<file path="config.mk">
export PLATFORM = sky130hd
export DESIGN_NAME = imm_decode_stage_flat
export DESIGN_NICKNAME = d
export VERILOG_FILES = /design/src/rtl/decode_pkg.sv /design/src/rtl/imm_decode_stage_if.sv /design/src/rtl/ImmGen.sv /design/src/rtl/imm_decode_stage.sv /design/src/flat_wrapper.sv
export SDC_FILE = /design/constraint.sdc
export NUM_CORES = 1
export LEC_CHECK = 0
export BUFFER_PORTS_ARGS = -buffer_cell sky130_fd_sc_hd__clkbuf_2
export CORE_ASPECT_RATIO = 1.75
export CORE_MARGIN = 2
export CORE_UTILIZATION = 55
export DETAILED_ROUTE_END_ITERATION = 12
export PLACE_DENSITY_LB_ADDON = 0.25
export SLEW_MARGIN = 20
export SYNTH_ARGS = -nofsm -noshare
export SYNTH_HDL_FRONTEND = slang
export SYNTH_SLANG_ARGS = --single-unit
export TNS_END_PERCENT = 5
</file>
<file path="constraint.sdc">
create_clock -name clk -period 8.3 [get_ports clk]
set_input_delay 1.66 -clock clk [delete_from_list [all_inputs] [get_ports clk]]
set_output_delay 1.66 -clock clk [all_outputs]
set_load 0.02 [all_outputs]
</file>
<file path="src/rtl/decode_pkg.sv">
// -----------------------------------------------------------------------------
// decode_pkg
// Shared definitions for the immediate decode stage: RV32 opcode constants,
// immediate format codes, skid-buffer state encoding and the buffered entry
// layout.
// No ports (package).
// -----------------------------------------------------------------------------
package decode_pkg;

  localparam int XLEN_SUPPORTED = 32;

  localparam logic [6:0] OPC_LOAD   = 7'h03;
  localparam logic [6:0] OPC_OP_IMM = 7'h13;
  localparam logic [6:0] OPC_AUIPC  = 7'h17;
  localparam logic [6:0] OPC_STORE  = 7'h23;
  localparam logic [6:0] OPC_OP     = 7'h33;
  localparam logic [6:0] OPC_LUI    = 7'h37;
  localparam logic [6:0] OPC_BRANCH = 7'h63;
  localparam logic [6:0] OPC_JALR   = 7'h67;
  localparam logic [6:0] OPC_JAL    = 7'h6F;
  localparam logic [6:0] OPC_SYSTEM = 7'h73;

  typedef enum logic [2:0] {
    FMT_R = 3'd0,
    FMT_I = 3'd1,
    FMT_S = 3'd2,
    FMT_B = 3'd3,
    FMT_U = 3'd4,
    FMT_J = 3'd5
  } fmt_e;

  typedef enum logic [1:0] {
    ST_EMPTY = 2'd0,
    ST_ONE   = 2'd1,
    ST_FULL  = 2'd2
  } state_e;

  typedef struct packed {
    logic [31:0] instr;
    logic [31:0] pc;
    logic [31:0] imm;
    fmt_e        fmt;
  } entry_t;

  localparam entry_t ENTRY_RESET = '{instr: 32'h0, pc: 32'h0, imm: 32'h0, fmt: FMT_R};

endpackage

</file>
<file path="src/rtl/imm_decode_stage_if.sv">
// -----------------------------------------------------------------------------
// imm_decode_stage_if
// Handshake bundle between fetch, the decode stage and execute.
//   in_valid/in_ready/in_instr/in_pc : instruction offered by fetch
//   flush                            : discard everything held and offered
//   out_valid/out_ready              : decoded entry handed to execute
//   out_instr/out_pc/out_imm/out_fmt : decoded entry contents
// Modports: master = fetch/execute side, slave = decode stage.
// -----------------------------------------------------------------------------
interface imm_decode_stage_if
  import decode_pkg::*;
#(
  parameter int XLEN = 32
);

  logic            in_valid;
  logic            in_ready;
  logic [31:0]     in_instr;
  logic [XLEN-1:0] in_pc;
  logic            flush;
  logic            out_valid;
  logic            out_ready;
  logic [31:0]     out_instr;
  logic [XLEN-1:0] out_pc;
  logic [31:0]     out_imm;
  fmt_e            out_fmt;

  modport master (
    output in_valid, in_instr, in_pc, flush, out_ready,
    input  in_ready, out_valid, out_instr, out_pc, out_imm, out_fmt
  );

  modport slave (
    input  in_valid, in_instr, in_pc, flush, out_ready,
    output in_ready, out_valid, out_instr, out_pc, out_imm, out_fmt
  );

endinterface

</file>
<file path="src/rtl/ImmGen.sv">
// -----------------------------------------------------------------------------
// ImmGen
// Builds the sign-extended RV32 immediate for an already decoded format.
//   instr_hi : instruction bits [31:7] (opcode not needed here)
//   fmt      : immediate format code
//   imm      : 32-bit immediate, zero for R format
// -----------------------------------------------------------------------------
module ImmGen
  import decode_pkg::*;
(
  input  logic [31:7] instr_hi,
  input  fmt_e        fmt,
  output logic [31:0] imm
);

  // Immediate bit shuffling per format.
  always_comb begin
    imm = 32'h0;
    case (fmt)
      FMT_I: imm = {{20{instr_hi[31]}}, instr_hi[31:20]};
      FMT_S: imm = {{20{instr_hi[31]}}, instr_hi[31:25], instr_hi[11:7]};
      FMT_B: imm = {{19{instr_hi[31]}}, instr_hi[31], instr_hi[7], instr_hi[30:25],
                    instr_hi[11:8], 1'b0};
      FMT_U: imm = {instr_hi[31:12], 12'h000};
      FMT_J: imm = {{11{instr_hi[31]}}, instr_hi[31], instr_hi[19:12], instr_hi[20],
                    instr_hi[30:21], 1'b0};
      default: imm = 32'h0;
    endcase
  end

endmodule

</file>
<file path="src/rtl/imm_decode_stage.sv">
// -----------------------------------------------------------------------------
// imm_decode_stage
// Two-entry skid buffer (main + skid) that decodes the immediate and its
// format on capture, so the execute side sees fully registered outputs.
//   clk  : rising-edge clock
//   rst  : asynchronous active-high reset
//   bus  : imm_decode_stage_if.slave (input handshake, flush, output entry)
// -----------------------------------------------------------------------------
module imm_decode_stage
  import decode_pkg::*;
#(
  parameter int XLEN = 32
)(
  input  logic                    clk,
  input  logic                    rst,
  imm_decode_stage_if.slave       bus
);

  state_e      state_r;
  state_e      state_s;
  entry_t      main_r;
  entry_t      skid_r;
  entry_t      in_entry_s;
  logic        in_ready_r;
  logic        out_valid_r;
  logic        accept_s;
  logic        pop_s;
  logic        load_main_in_s;
  logic        load_main_skid_s;
  logic        load_skid_s;
  fmt_e        in_fmt_s;
  logic [31:0] in_imm_s;

  // Format decode from the opcode of the offered instruction.
  always_comb begin
    in_fmt_s = FMT_R;
    case (bus.in_instr[6:0])
      OPC_LOAD, OPC_OP_IMM, OPC_JALR, OPC_SYSTEM: in_fmt_s = FMT_I;
      OPC_STORE:                                  in_fmt_s = FMT_S;
      OPC_BRANCH:                                 in_fmt_s = FMT_B;
      OPC_LUI, OPC_AUIPC:                         in_fmt_s = FMT_U;
      OPC_JAL:                                    in_fmt_s = FMT_J;
      default:                                    in_fmt_s = FMT_R;
    endcase
  end

  ImmGen u_imm_gen (
    .instr_hi (bus.in_instr[31:7]),
    .fmt      (in_fmt_s),
    .imm      (in_imm_s)
  );

  assign in_entry_s = {bus.in_instr, bus.in_pc, in_imm_s, in_fmt_s};
  assign accept_s   = bus.in_valid & in_ready_r;
  assign pop_s      = out_valid_r & bus.out_ready;

  // Next-state and load selects; flush overrides accept and pop.
  always_comb begin
    state_s          = state_r;
    load_main_in_s   = 1'b0;
    load_main_skid_s = 1'b0;
    load_skid_s      = 1'b0;
    if (bus.flush) begin
      state_s = ST_EMPTY;
    end else begin
      case (state_r)
        ST_EMPTY: begin
          if (accept_s) begin
            state_s        = ST_ONE;
            load_main_in_s = 1'b1;
          end else begin
            state_s = ST_EMPTY;
          end
        end
        ST_ONE: begin
          if (accept_s && pop_s) begin
            state_s        = ST_ONE;
            load_main_in_s = 1'b1;
          end else if (accept_s) begin
            state_s     = ST_FULL;
            load_skid_s = 1'b1;
          end else if (pop_s) begin
            state_s = ST_EMPTY;
          end else begin
            state_s = ST_ONE;
          end
        end
        ST_FULL: begin
          // in_ready is low here, so only a pop can happen.
          if (pop_s) begin
            state_s          = ST_ONE;
            load_main_skid_s = 1'b1;
          end else begin
            state_s = ST_FULL;
          end
        end
        default: state_s = ST_EMPTY;
      endcase
    end
  end

  // State register with handshake flags precomputed from the next state.
  always_ff @(posedge clk or posedge rst) begin
    if (rst) begin
      state_r     <= ST_EMPTY;
      in_ready_r  <= 1'b1;
      out_valid_r <= 1'b0;
    end else begin
      state_r     <= state_s;
      in_ready_r  <= (state_s != ST_FULL);
      out_valid_r <= (state_s != ST_EMPTY);
    end
  end

  // Entry storage; contents are left untouched on flush.
  always_ff @(posedge clk or posedge rst) begin
    if (rst) begin
      main_r <= ENTRY_RESET;
      skid_r <= ENTRY_RESET;
    end else begin
      if (load_main_in_s) begin
        main_r <= in_entry_s;
      end else if (load_main_skid_s) begin
        main_r <= skid_r;
      end else begin
        main_r <= main_r;
      end
      if (load_skid_s) begin
        skid_r <= in_entry_s;
      end else begin
        skid_r <= skid_r;
      end
    end
  end

  assign bus.in_ready  = in_ready_r;
  assign bus.out_valid = out_valid_r;
  assign bus.out_instr = main_r.instr;
  assign bus.out_pc    = main_r.pc;
  assign bus.out_imm   = main_r.imm;
  assign bus.out_fmt   = main_r.fmt;

endmodule

</file>
<file path="src/flat_wrapper.sv">
// flat-port wrapper written by rule: the top's interface ports become plain ports
module imm_decode_stage_flat import decode_pkg::*;
#(
  parameter int XLEN = 32
)
  (clk, rst, bus_in_valid, bus_in_instr, bus_in_pc, bus_flush, bus_out_ready, bus_in_ready, bus_out_valid, bus_out_instr, bus_out_pc, bus_out_imm, bus_out_fmt);
  imm_decode_stage_if #(.XLEN(XLEN)) bus_i ();
  input  logic clk;
  input  logic rst;
  input wire logic [$bits(bus_i.in_valid)-1:0] bus_in_valid;
  input wire logic [$bits(bus_i.in_instr)-1:0] bus_in_instr;
  input wire logic [$bits(bus_i.in_pc)-1:0] bus_in_pc;
  input wire logic [$bits(bus_i.flush)-1:0] bus_flush;
  input wire logic [$bits(bus_i.out_ready)-1:0] bus_out_ready;
  output wire logic [$bits(bus_i.in_ready)-1:0] bus_in_ready;
  output wire logic [$bits(bus_i.out_valid)-1:0] bus_out_valid;
  output wire logic [$bits(bus_i.out_instr)-1:0] bus_out_instr;
  output wire logic [$bits(bus_i.out_pc)-1:0] bus_out_pc;
  output wire logic [$bits(bus_i.out_imm)-1:0] bus_out_imm;
  output wire logic [$bits(bus_i.out_fmt)-1:0] bus_out_fmt;
  assign bus_i.in_valid = bus_in_valid;
  assign bus_i.in_instr = bus_in_instr;
  assign bus_i.in_pc = bus_in_pc;
  assign bus_i.flush = bus_flush;
  assign bus_i.out_ready = bus_out_ready;
  assign bus_in_ready = bus_i.in_ready;
  assign bus_out_valid = bus_i.out_valid;
  assign bus_out_instr = bus_i.out_instr;
  assign bus_out_pc = bus_i.out_pc;
  assign bus_out_imm = bus_i.out_imm;
  assign bus_out_fmt = bus_i.out_fmt;
  imm_decode_stage #(.XLEN(XLEN)) u_core (.clk(clk), .rst(rst), .bus(bus_i));
endmodule
</file>
---- Word level (Yosys, flattened, before mapping) ----
Cells that the tools add are included.
W data, S select, Z words.
operators by class
  reductions and logical operators ........ 6
  mux-type cells .......................... 21
  equal/unequal tests ..................... 17
  bitwise gates (word level) .............. 2
operators by type and width
  kind                  number
  $mux W99              2
  $pmux W32 S5          1
  $eq A7 B7 Y1 const B  4
  $pmux W3 S5           1
  $eq A7 B5 Y1 const B  2
  $eq A7 B6 Y1 const B  2
  $mux W1               11
  $mux W2               4
  $eq A7 B2 Y1 const B  1
  $eq A3 B2 Y1 const B  2
  $eq A3 B3 Y1 const B  2
  $pmux W2 S3           1
  $reduce_bool A2 Y1    2
  $reduce_or A4 Y1      1
  $eq A3 B1 Y1 const B  1
  $and A1 B1 Y1         2
  $eq A2 B1 Y1 const B  1
  $eq A2 B2 Y1 const B  1
  $logic_not A2 Y1      1
  $ne A2 B2 Y1 const B  1
  $pmux W1 S2           1
  $reduce_or A2 Y1      1
  $logic_and A1 B1 Y1   1
storage, ports and cells
  bits in registers ....................... 202
  logic and storage cells ................. 57

---- Longest topological paths before layout ----
  word-level depth ........................ 7
  gate-level depth with buffers ........... 9
  gate-level depth less buffers ........... 7

---- Hierarchy ----
Synthesis repeated with hierarchy kept, for this count alone.
second synthesis, totals
  cells, all modules ...................... 960
  area, all modules ....................... 8,629.5 µm²
by module, submodules not included
  module            cells each  sequential area each (µm²)  area an instance (µm²)  times used
  imm_decode_stage  894         5,056.1                     8,239.2                 1
  ImmGen            66          0.0                         390.4                   1

---- Least setup slack after synthesis ----
No wires, ideal clock.
  path type ............................... input to register
  start point ............................. input port bus_in_valid
  end point ............................... register u_core.main_r (netlist bit u_core.bus.out_imm[24])
  data arrival time ....................... 2,924 ps
  path slack .............................. 5,246 ps
  required time ........................... 8,170 ps
  setup time .............................. 130 ps
  cell stages on the path ................. 7
  cells stage by stage .................... and2_1 ha_1 a22oi_2 buf_4 nor2_2 buf_2 a31oi_1
between the ends
  cells in the longest elaborated chain, start to end .. 6
  elaborated cells on any way between the ends .. 8
RTL lines
  element                                         RTL line                 text
  start, declared                                 flat_wrapper.sv:10       input wire logic [$bits(bus_i.in_valid)-1:0] bus_in_valid;
  $and A1 B1 Y1 (*)                               imm_decode_stage.sv:54   assign accept_s = bus.in_valid & in_ready_r;
  $logic_and A1 B1 Y1                             imm_decode_stage.sv:76   if (accept_s && pop_s) begin
  $mux W1                                         imm_decode_stage.sv:76
  $pmux W1 S2 (*)                                 imm_decode_stage.sv:66   case (state_r)
  $mux W1 (*)                                     imm_decode_stage.sv:63   if (bus.flush) begin
  $mux W99 or $reduce_bool A2 Y1 (tied branches)  n/a
  end signal, assigned                            imm_decode_stage.sv:122  main_r <= in_entry_s;
  end signal, assigned                            imm_decode_stage.sv:124  main_r <= skid_r;
  end signal, assigned                            imm_decode_stage.sv:126  main_r <= main_r;
  end, declared                                   imm_decode_stage.sv:21   entry_t main_r;
Mark *: on every way between the ends. The rest lies on a longest branch, timed or not.
A chain may end at the register's enable or synchronous reset.

---- Worst setup path in the final report ----
  start point ............................. input port bus_in_valid
  end point ............................... register u_core.main_r (netlist bit u_core.bus.out_imm[31])
The elaborated chain is that of the path after synthesis.

==> summary.txt <==
Status - completed
WL per Instance - 19.0 µm
Final setup viols - 0
Synth warnings - 0
# DRC - 0
Placer congestion estimate - 0.785
Total GRT Usage - 26.6%
Synth area leaders - dfrtp_1, o22a_1, nand2_1, o21ai_1, a21oi_1
Clock-pin slew on the worst setup and hold paths - 0.06 ns
Placed Cells - 1158
Critical path arrival - 4.40 ns
Final Skew - 0.0158 ns
Die height - 172 µm
Power density cells - 299 nW/µm²
Post-layout minimum cycle time - 3.99 ns
CP Max Fanout - 68
Worst min path class - register to register
H-tree Lvls - 1
Share of layout cells above drive strength 1 - 23.5%
Quantity of hold-fixing buffers added after cts - 0
Vias in the first global route - 7059
I/O Pins - 170
Top FF cell, synth - dfrtp_1
Sum Neg Setup Slack - 0 ns
Syn_nets - 935
Post-synthesis area per instance - 10.3 µm²
Post-CTS Resized - 0
Max IR drop VDD - 0.242 mV
Clock sink count - 202
Post-Route WL - 22700 µm
Finished Layout Cells - 1192
FP Rows - 61
Post-Syn Area - 8870 µm²
EDFF count, synth - 0
Post-synthesis register bit count - 202
Tcrit/Tclk final - 48.1%
Slew HR - 38.2%
Worst skew pair latency - 0.50 ns
Die X - 100 µm
Area growth syn-to-layout - 16.3%
Ys async rst share - 100%
Unrepaired setup endpoints after global routing - no
N_diodes - 0
Die area - 17200 µm²
DRT Pass-1 Iters - 5
Core area - 15900 µm²
Max Cap Viol - 0
GRT overflow - 0
Dpl cell area - 9680 µm²
Antenna Nets Post-Route - 0
Crit path capture type - register
TritonCTS clock tree - yes
Register area - 5060 µm²
Initial Util - 55.9%
NumNets Final - 1061
Met1 Routed Length - 8940 µm
Inserted Clock Buffers - 19
Setup crit start kind - primary input
Top cell type's share of synthesized area - 56.7%
Top post-synthesis cells by count - nand2_1, dfrtp_1, o22a_1, clkbuf_1, o21ai_1
First-pass GRT wire length - 36800 µm
Number of distinct library cells after synthesis - 52
Via-to-Cell Ratio - 5.98
Largest net degree at the start of global routing - 135
Top sig layer - met4
Critical path class - primary input to register
Final Max Tran Viols - 0
Filler instances - 1324
Worst EP required - 8.71 ns
Met2 WL - 11600 µm
Wire length on met3 - 1460 µm
Sequential fraction of the synthesis area - 57.0%
Top-count cell post-synth - nand2_1
Area taken by multi-input logic gates - 3460 µm²
Leakage power - 4.75 nW
Syn Inst Count - 864
Least-Margin Pin Slew - 0.927 ns
Initial DRC count - 537
Setup Fix Bufs, Post-CTS - 0
Via Count - 7128
DPL Wire Length - 14500 µm
Clock Tree Buf Depth - 3
Initial antenna violation count - 0
Hold violation total from the final report - 0
PortBufs - 169
CTS Root Cell - clkbuf_16
Fmax - 251 MHz
Post-route cell area - 10300 µm²
Area leader, netlist - dfrtp_1
-- registers in the layout, summed over array words and instances (netlist names) --
name / count
u_core.bus.in_ready: 1
u_core.bus.out_fmt: 3
u_core.bus.out_imm: 32
u_core.bus.out_instr: 32
u_core.bus.out_pc: 32
u_core.bus.out_valid: 1
u_core.skid_r: 99
u_core.state_r: 2
-- worst max-delay path, cell delays in order --
cell and delay [ns]:
clkbuf_2 0.07, and2_1 0.23, ha_1 0.21, a22oi_2 0.06, buf_4 0.38, a21oi_4 0.67, buf_4 0.68, o32ai_1 0.21
a21oi_1 0.16
-- metrics by stage --
| stage | hold WS [ns] | setup slack [ns] | power, W | utilization (%) |
|---|---|---|---|---|
| final | 0.473 | 4.31 | 0.00309 | 65.0 |
| after global routing | 0.504 | 4.11 | 0.00326 | 65.0 |
| after CTS | 0.473 | 4.33 | 0.00311 | 65.0 |
| after detailed placement | 0.458 | 3.85 | 0.00220 | 61.0 |
| after global placement | 0.450 | 3.87 | 0.00217 | 61.0 |
| after floorplan | 0.439 | 1.13 | 0.00194 | - |
-- power breakdown --
| group | internal (W) | switching, W |
|---|---|---|
| logic | 0.000302 | 0.000454 |
| registers | 0.00126 | 0.000167 |
| clock network | 0.000527 | 0.000376 |
-- layer usage --
| layer | vias up | GRT usage [%] |
|---|---|---|
| li1 | 3329 | - |
| met1 | 3492 | 34.3 |
| met2 | 261 | 45.7 |
| met3 | 46 | 4.24 |
| met4 | 0 | 9.23 |
| met5 | - | 0 |
-- cells by family (layout without fill, tap and decap cells) --
family	after synthesis	count (layout)	synth area share [%]
compound gates	272	272	23.8
xor+xnor	2	2	0.197
fa+ha+maj	2	2	0.282
buf+inv	75	214	4.24
flops	202	202	57.0
mux	1	1	0.113
simple gates	310	310	14.4
-- final cells by class --
cell class                 count  share of cell area, %
tap                          189                   2.29
inverter                       3                  0.182
clock inverter                10                   1.27
clock buffer                  24                   4.89
sequential                   202                   49.0
multi-input combinational    587                   33.6
timing repair buffer         177                   8.80
-- path summary, 6_finish.rpt --
| path | end | cells past startpoint | start | slack (ns) |
|---|---|---|---|---|
| max | u_core.bus.out_imm[31] | 9 | bus_in_valid | 4.31 |
| min | u_core.skid_r[12] | 2 | u_core.skid_r[12] | 0.47 |
| max reg2reg | u_core.bus.out_imm[31] | 8 | u_core.bus.in_ready | 5.03 |
| min reg2reg | u_core.skid_r[12] | 2 | u_core.skid_r[12] | 0.47 |
| max in group asynchronous | u_core.bus.out_instr[8] | 3 | rst | 5.49 |
| min in group asynchronous | u_core.skid_r[30] | 2 | rst | 1.32 |
-- layout by cell type (no fill, tap or decap), types with 9 or more instances in the layout --
cell	netlist	final
a31oi_1	20	20
nand2_1	244	244
o22ai_1	13	13
a22oi_1	10	10
dfrtp_1	201	201
clkbuf_2	0	168
o21ai_1	29	29
buf_4	10	9
o22a_1	131	131
a21oi_1	27	27
nor2_1	23	23
clkbuf_16	0	19
(Power assumes the default switching activity.)
